==> config.mk <==
export PLATFORM = sky130hd
export DESIGN_NAME = proximity_tracker
export DESIGN_NICKNAME = d
export VERILOG_FILES = /design/src/rtl/prox_pkg.sv /design/src/rtl/sec_tick.sv /design/src/rtl/proximity_tracker.sv
export SDC_FILE = /design/constraint.sdc
export NUM_CORES = 1
export LEC_CHECK = 0
export ABC_CLOCK_PERIOD_IN_PS = 2800
export CAP_MARGIN = 10
export CORE_ASPECT_RATIO = 0.75
export CORE_MARGIN = 2
export CORE_UTILIZATION = 45
export CTS_CLUSTER_DIAMETER = 120
export DETAILED_ROUTE_END_ITERATION = 16
export GPL_TIMING_DRIVEN = 0
export PLACE_DENSITY = 0.68
export SLEW_MARGIN = 10
export SYNTH_ARGS = -nofsm -noshare
export SYNTH_HDL_FRONTEND = slang
export SYNTH_SLANG_ARGS = --single-unit
==> constraint.sdc <==
create_clock -name clk -period 2.8 [get_ports clk]
set_input_delay 0.56 -clock clk [delete_from_list [all_inputs] [get_ports clk]]
set_output_delay 0.56 -clock clk [all_outputs]
set_load 0.03 [all_outputs]
==> src/rtl/prox_pkg.sv <==
// Shared types and widths for the proximity tracker: FSM state encoding and datapath widths.
package prox_pkg;

  localparam int DIST_W = 16;
  localparam int IDLE_W = 6;
  localparam int HIT_W  = 4;

  typedef enum logic [1:0] {
    FAR      = 2'd0,
    APPROACH = 2'd1,
    NEAR     = 2'd2,
    LEAVE    = 2'd3
  } prox_state_e;

endpackage

==> src/rtl/sec_tick.sv <==
// One-second prescaler: counts 0..CLK_HZ-1 and flags the cycle on which the count wraps.
// A synchronous clear restarts the second so a full period elapses before the next tick.
module sec_tick #(
  parameter int CLK_HZ = 50000000
) (
  input  logic clk,
  input  logic reset,
  input  logic clear,
  output logic tick
);

  localparam int CNT_W = (CLK_HZ > 1) ? $clog2(CLK_HZ) : 1;

  logic [CNT_W-1:0] cnt_q;

  assign tick = (cnt_q == CNT_W'(CLK_HZ - 1));

  always_ff @(posedge clk) begin
    if (reset || clear) begin
      cnt_q <= '0;
    end else if (tick) begin
      cnt_q <= '0;
    end else begin
      cnt_q <= cnt_q + CNT_W'(1);
    end
  end

endmodule

==> src/rtl/proximity_tracker.sv <==
// Debounced near/far tracker with hysteresis, idle-seconds timer and neglect flag.
// Optional stale-sensor watchdog enabled by defining PROXIMITY_STALE_WATCHDOG_EN.
//
//   state    | meaning
//   FAR      | user away, waiting for a first near sample
//   APPROACH | counting consecutive near samples toward HITS
//   NEAR     | user present, near output high
//   LEAVE    | counting consecutive far samples toward HITS, near still high
module proximity_tracker
  import prox_pkg::*;
#(
  parameter int CLK_HZ    = 50000000,
  parameter int NEAR_CM   = 5,
  parameter int HYST_CM   = 2,
  parameter int HITS      = 3,
  parameter int TIMEOUT_S = 60,
  parameter int STALE_CYC = 5000000
) (
  input  logic              clk,
  input  logic              reset,
  input  logic [DIST_W-1:0] dist_cm,
  input  logic              dist_valid,
  input  logic              enable,
  output logic              near,
  output logic              near_pulse,
  output logic [IDLE_W-1:0] idle_sec,
  output logic              neglect,
  output logic              sensor_fault
);

  localparam logic [DIST_W:0] FAR_LIMIT = (DIST_W + 1)'(NEAR_CM + HYST_CM);

  prox_state_e      state_q, state_d;
  logic [HIT_W-1:0] hit_q, hit_d;
  logic [HIT_W-1:0] hit_inc;
  logic             hit_done;
  logic             sample_ok, near_s, far_s;
  logic             stale_trip;
  logic             interaction;
  logic             tick;

  assign sample_ok = dist_valid && (dist_cm != '0);
  assign near_s    = sample_ok && (dist_cm <= DIST_W'(NEAR_CM));
  assign far_s     = sample_ok && ({1'b0, dist_cm} > FAR_LIMIT);
  assign hit_inc   = hit_q + HIT_W'(1);
  assign hit_done  = (hit_inc == HIT_W'(HITS));

`ifdef PROXIMITY_STALE_WATCHDOG_EN
  localparam int STALE_W = $clog2(STALE_CYC + 1);

  logic [STALE_W-1:0] stale_q;
  logic               fault_q;

  assign stale_trip   = !dist_valid && (stale_q == STALE_W'(STALE_CYC - 1));
  assign sensor_fault = fault_q;

  always_ff @(posedge clk) begin
    if (reset) begin
      stale_q <= '0;
      fault_q <= 1'b0;
    end else if (dist_valid) begin
      stale_q <= '0;
      fault_q <= 1'b0;
    end else begin
      if (stale_q != STALE_W'(STALE_CYC)) stale_q <= stale_q + STALE_W'(1);
      if (stale_trip) fault_q <= 1'b1;
    end
  end
`else
  // Watchdog compiled out; this only consumes STALE_CYC and is constant 0.
  assign stale_trip   = (STALE_CYC < 0);
  assign sensor_fault = 1'b0;
`endif

  always_comb begin
    state_d = state_q;
    hit_d   = hit_q;
    if (sample_ok) begin
      case (state_q)
        FAR: begin
          if (near_s) begin
            if (HITS == 1) begin
              state_d = NEAR;
              hit_d   = '0;
            end else begin
              state_d = APPROACH;
              hit_d   = HIT_W'(1);
            end
          end
        end
        APPROACH: begin
          if (near_s) begin
            if (hit_done) begin
              state_d = NEAR;
              hit_d   = '0;
            end else begin
              hit_d = hit_inc;
            end
          end else begin
            state_d = FAR;
            hit_d   = '0;
          end
        end
        NEAR: begin
          if (far_s) begin
            if (HITS == 1) begin
              state_d = FAR;
              hit_d   = '0;
            end else begin
              state_d = LEAVE;
              hit_d   = HIT_W'(1);
            end
          end
        end
        LEAVE: begin
          if (far_s) begin
            if (hit_done) begin
              state_d = FAR;
              hit_d   = '0;
            end else begin
              hit_d = hit_inc;
            end
          end else begin
            state_d = NEAR;
            hit_d   = '0;
          end
        end
        default: begin
          state_d = FAR;
          hit_d   = '0;
        end
      endcase
    end
    if (stale_trip) begin
      state_d = FAR;
      hit_d   = '0;
    end
  end

  always_ff @(posedge clk) begin
    if (reset) begin
      state_q    <= FAR;
      hit_q      <= '0;
      near       <= 1'b0;
      near_pulse <= 1'b0;
    end else begin
      state_q    <= state_d;
      hit_q      <= hit_d;
      near       <= (state_q == NEAR) || (state_q == LEAVE);
      near_pulse <= ((state_q == NEAR) || (state_q == LEAVE)) && !near;
    end
  end

  // Any interaction restarts the second as well as the idle count.
  assign interaction = enable || near;

  sec_tick #(.CLK_HZ(CLK_HZ)) u_sec_tick (
    .clk   (clk),
    .reset (reset),
    .clear (interaction),
    .tick  (tick)
  );

  always_ff @(posedge clk) begin
    if (reset) begin
      idle_sec <= '0;
      neglect  <= 1'b0;
    end else if (interaction) begin
      idle_sec <= '0;
      neglect  <= 1'b0;
    end else if (tick && (idle_sec < IDLE_W'(TIMEOUT_S))) begin
      idle_sec <= idle_sec + IDLE_W'(1);
      neglect  <= ((idle_sec + IDLE_W'(1)) == IDLE_W'(TIMEOUT_S));
    end
  end

endmodule

==> impl_metrics.ini, run 1 <==
[outcome]
outcome = completed

[route]
first_pass_iters = 5
wl_um = 4100
avgRoutedWirePerCell_um = 12.3
drt_iter0_markers = 104
via_per_inst = 5.16
detail-route-antenna-nets = 0
drc = 0
vias = 1718

[cells_and_area]
nets = 299
layout_commonest_cell = dfxtp_1
syn_to_final_growth_pct = 20.4
layout-drive-gt1-share = 0.141
finish.utilization = 0.565
fillers = 413
fin_cells = 333
final_cell_mix = dfxtp_1 (41), clkdlybuf4s50_1 (27), nor2_1 (25)
n_antenna_cell = 0

[die]
core_region_area_um2 = 4470
die_y_um = 63.1
chipWidth_um = 82.8
initial_core_util = 0.469
die_area_um2 = 5230
fp-row-count = 21
io_pins = 30

[cts]
post_cts_resized = 0
post_cts_buffers = 0
cts_buffers = 5
cts.clk_slew.worst_paths_ns = 0.08
cts.sinks = 41
ctsHoldBuffers = 0
clockRootBuffer = clkbuf_8
clk_path_buf_depth = 2
h-tree-depth = 2
cts_tree = built
clk_latency_ns = 0.30

[grt]
grt_pass1_wl_um = 7330
grt_pass1_vias = 1578
antenna_found_initial = 0
grt_usage = 0.171
grt_max_degree = 14
overflow = 0

[sta]
slew_headroom = 0.505
skew_ns = 0.00702
rsz0062_at_grt = no
worst_slack_ns = 0.520
finalMaxSlewViolations = 0
setup_violations = 0
fmax_ghz = 0.439
worst_pin_slew_ns = 0.736
hold_violations = 0
min_period_ns = 2.28
finalSetupTns_ns = 0
period_share = 0.814

[place]
hpwlAfterDp_um = 3070
dp.cells = 325
gp_congestion = 0.784
pre_cts_ws_ns = 0.212
port_buffers = 27

[critical_path]
worstSetupPathType = register to register
cp-end-kind = register
start_kind = register
r2r_slack_ns = 0.52
path_max_fanout = 5
cp.required_ns = 3.03
worstPathArrival_ns = 2.51

[synth]
ys.flop_type = dfxtp_1
synth_cells = 241
async_reset_ff_frac = 0
avgSynthCellArea_um2 = 8.70
synth_area_um2 = 2100
synth-seq-cells = 41
synth_edf_count = 0
synth_nets = 265
yosysSeqAreaShare = 0.391
ys_warn_count = 0
synth_cell_types = 45

[power_and_ir_drop]
power.total_mw = 1.03
power_frac_seq = 0.566
powerDensity_nw_per_um2 = 409
switching_share = 0.233
p_leak_nw = 0.887
ir_drop_mv = 0.222
pwr-share-comb = 0.061
power.share.clock = 0.373
intPower_mw = 0.793
power.switching_mw = 0.241

[worst_hold_path]
hold_class = register to register

[flow_run]
drv_cap = 0
registers in the layout, summed over array words and instances (netlist names):
signal / count
hit_q: 4
idle_sec: 6
near: 1
near_pulse: 1
neglect: 1
state_q: 2
u_sec_tick.cnt_q: 26
stage by stage:
stage / cell area [µm²] / hold slack [ns]
2_1_floorplan: 2100 / 0.427
3_3_place_gp: 2440 / 0.439
3_5_place_dp: 2440 / 0.440
4_1_cts: 2520 / 0.458
5_1_grt: 2520 / 0.488
6_report: 2520 / 0.456
power groups by stage:
stage          registers (mW)  logic, mW  clock network (mW)
3_5_place_dp            0.599     0.0632                   0
2_1_floorplan           0.599     0.0316                   0
3_3_place_gp            0.599     0.0629                   0
4_1_cts                 0.585     0.0634               0.395
5_1_grt                 0.585     0.0691               0.427
6_report                0.585     0.0631               0.386
worst paths after layout:
kind | cells after the start | from | end
worst max-delay path | 6 | u_sec_tick.cnt_q[0] | idle_sec[3]
worst min-delay path | 1 | u_sec_tick.cnt_q[0] | u_sec_tick.cnt_q[0]
worst max register to register | 6 | u_sec_tick.cnt_q[0] | idle_sec[3]
worst min register to register | 1 | u_sec_tick.cnt_q[0] | u_sec_tick.cnt_q[0]
cell usage after synthesis (2+ instances only):
cell | n | share of area
a211o_1 | 2 | 0.0084
a21oi_1 | 6 | 0.014
and3_1 | 5 | 0.015
buf_12 | 2 | 0.019
buf_6 | 2 | 0.011
clkbuf_1 | 3 | 0.0054
dfxtp_1 | 41 | 0.39
ha_1 | 4 | 0.024
inv_1 | 7 | 0.013
mux2i_1 | 3 | 0.014
nand2_1 | 19 | 0.034
nand3_1 | 16 | 0.038
nand4_1 | 12 | 0.036
nor2_1 | 25 | 0.045
nor2_2 | 20 | 0.060
nor3_1 | 8 | 0.019
nor3b_1 | 2 | 0.0072
nor4_1 | 4 | 0.012
nor4_2 | 2 | 0.012
nor4b_1 | 2 | 0.0084
o21ai_0 | 4 | 0.0095
or2_2 | 2 | 0.0060
or3_1 | 4 | 0.012
xnor2_1 | 9 | 0.038
xor2_1 | 17 | 0.071
cell type report:
cell class,count,area (µm²),share of cell area
Clock buffer,5,68.8,0.0273
Inverter,7,26.3,0.0104
Multi-Input combinational cell,185,1170,0.463
Buffer,8,81.3,0.0322
Timing Repair Buffer,27,270,0.107
Clock inverter,3,17.5,0.00694
Sequential cell,41,821,0.325
Tap cell,57,71.3,0.0282
layer usage:
metal	vias to the layer above	track usage	wire (µm)
li1	903	-	-
met1	791	0.244	2270
met2	18	0.249	1650
met3	6	0.0590	144
met4	0	0.0430	37
met5	-	0	0
cells by family (layout without fill, tap and decap cells):
group           Yosys count  in the layout  synth area share
xor+xnor                 26             26             0.109
buf+inv                  15             50            0.0513
fa+ha+maj                 4              4            0.0239
other cells               1              1           0.00179
mux                       3              3            0.0143
simple gates            131            131             0.343
flops                    41             41             0.391
compound gates           20             20            0.0656
worst max-delay path, cell delays in order (launching register included):
cell,delay (ns)
dfxtp_1,0.37
ha_1,0.22
nand2_1,0.12
nor4_1,0.59
nand4_1,0.36
or3_1,0.41
a21oi_1,0.14
Note: power is estimated with default switching activity, not from simulation.
==> run 2, diff against run 1 <==
Settings changed: ABC_CLOCK_PERIOD_IN_PS 2800 to 2100.
Clock period 2.8 ns to 2.1 ns, I/O delays scaled along.
==> run 2 against run 1 <==
  * Combinational power increased by 34%
  * Global-route usage unchanged
  * Utilization grew 1.2 points
  * Non-clock buffer count increased by 2
  * Die area is the same
  * Cell count up 0.60%
  * Count of clock-buffer cells in the layout unchanged
  * Final area grew 2.1%
  * Critical path depth did not move
  * Worst setup slack worse by 0.37 ns
  * Routed wire length up 0.41%
  * Worst hold slack improved by 0.00057 ns
  * Largest power group unchanged
==> impl_metrics.ini, run 2 (same netlist as run 1, synthesis figures left out) <==
[sta]
fmax_ghz = 0.513
finalSetupTns_ns = 0
worst_pin_slew_ns = 0.565
finalMaxSlewViolations = 0
skew_ns = 0.00779
rsz0062_at_grt = no
period_share = 0.928
slew_headroom = 0.620
setup_violations = 0
whs_ns = 0.456
min_period_ns = 1.95
hold_violations = 0

[critical_path]
cp_slowest_cell = or3_1
critPathBufInv = 1
start_kind = input pin
cp-end-kind = register
worstPathArrival_ns = 2.14
path_max_fanout = 6
crit_family = simple AND/OR/NAND/NOR gates
crit_path_cell_trace = clkdlybuf4s50_1 > or3_1 > nor4bb_1 > mux2i_1 > nor3b_1 > a211o_1
cp.required_ns = 2.29
worstSetupPathType = input pin to register
crit_path_max_incr_delay_ns = 0.44

[route]
vias = 1711
drt_iter0_markers = 94
wl_met3_um = 134
avgRoutedWirePerCell_um = 12.3
via_per_inst = 5.11
detail-route-antenna-nets = 0
first_pass_iters = 4
wl_um = 4120
routed.top_layer = met4
route.met2.wl_um = 1630
drc = 0
met1_length_um = 2320

[grt]
grt_usage = 0.171
grt_pass1_wl_um = 7320
antenna_found_initial = 0
overflow = 0
grt_max_degree = 14
grt_pass1_vias = 1580

[cells_and_area]
fin_cells = 335
layout-drive-gt1-share = 0.165
fillers = 401
nets = 301
n_antenna_cell = 0
top_register = u_sec_tick.cnt_q
final_cell_mix = dfxtp_1 (41), clkdlybuf4s50_1 (27), nor2_1 (25)
post-route-cell-area_um2 = 2580
syn_to_final_growth_pct = 23.0
layout_commonest_cell = dfxtp_1
largest_reg_flops = 26
reg.largest.list = u_sec_tick.cnt_q (26), idle_sec (6), hit_q (4)

[place]
post_dp_cell_area_um2 = 2440
port_buffers = 27
gp_congestion = 0.784
hpwlAfterDp_um = 3070
dp.cells = 325

[worst_hold_path]
hold_class = register to register

[die]
chipWidth_um = 82.8
die_area_um2 = 5230
io_pins = 30
die_y_um = 63.1
core_region_area_um2 = 4470
fp-row-count = 21
initial_core_util = 0.469

[power_and_ir_drop]
powerDensity_nw_per_um2 = 535
ir_drop_mv = 0.295
p_leak_nw = 0.928

[cts]
cts.clk_slew.worst_paths_ns = 0.08
clk_latency_ns = 0.30
ctsHoldBuffers = 0
clk_path_buf_depth = 2
cts.sinks = 41
cts_buffers = 5
h-tree-depth = 2
clockRootBuffer = clkbuf_8
cts_tree = built

[outcome]
outcome = completed

[flow_run]
drv_cap = 0
-- run 2: changes by cell type in the layout (fill, tap and decap cells not counted), sizes merged --
cell / previous run / this run
clkbuf: 8 / 7
buf: 5 / 8
-- run 2: path summary, 6_finish.rpt --
path,start,to,slack [ns],cells past startpoint
setup / recovery,dist_cm[1],hit_q[2],0.15,6
hold / removal,near,near_pulse,0.46,1
setup reg to reg,u_sec_tick.cnt_q[16],u_sec_tick.cnt_q[23],0.15,8
hold reg to reg,near,near_pulse,0.46,1
-- run 2: repair_timing --
item | 4_1_cts | 5_1_grt
setup endpoints to repair | 24 | 24
pin swaps | 1 | 3
resized for setup | 1 | 5
setup buffers | 1 | 2
-- run 2: layout make-up --
cell class / instances / area (µm²) / area share
Multi-Input combinational cell: 185 / 1200 / 0.467
Sequential cell: 41 / 821 / 0.318
Timing Repair Buffer: 30 / 293 / 0.114
Buffer: 7 / 77.6 / 0.0301
Tap cell: 57 / 71.3 / 0.0277
Clock buffer: 5 / 68.8 / 0.0267
Inverter: 7 / 26.3 / 0.0102
Clock inverter: 3 / 17.5 / 0.00679
-- run 2: where the power goes --
part | switching, mW | total, mW | leakage [nW] | internal, mW
clock network | 0.285 | 0.515 | 0.0439 | 0.229
registers | 0.00150 | 0.780 | 0.330 | 0.778
logic | 0.0353 | 0.0846 | 0.554 | 0.0493
total | 0.322 | 1.38 | 0.928 | 1.06
-- run 2: per-layer routing --
layer  vias to the layer above  GRT usage
met1                       784      0.244
met2                        14      0.248
li1                        907          -
met3                         6     0.0590
met5                         -          0
met4                         0     0.0430
-- run 2: per-stage QoR --
step / power, mW / setup slack, ns / utilization
final: 1.38 / 0.151 / 0.577
after global routing: 1.44 / 0.0114 / 0.577
after CTS: 1.39 / 0.0146 / 0.568
after detailed placement: 0.883 / -0.348 / 0.546
after global placement: 0.882 / -0.313 / 0.546
after floorplan: 0.840 / 0.192 / -
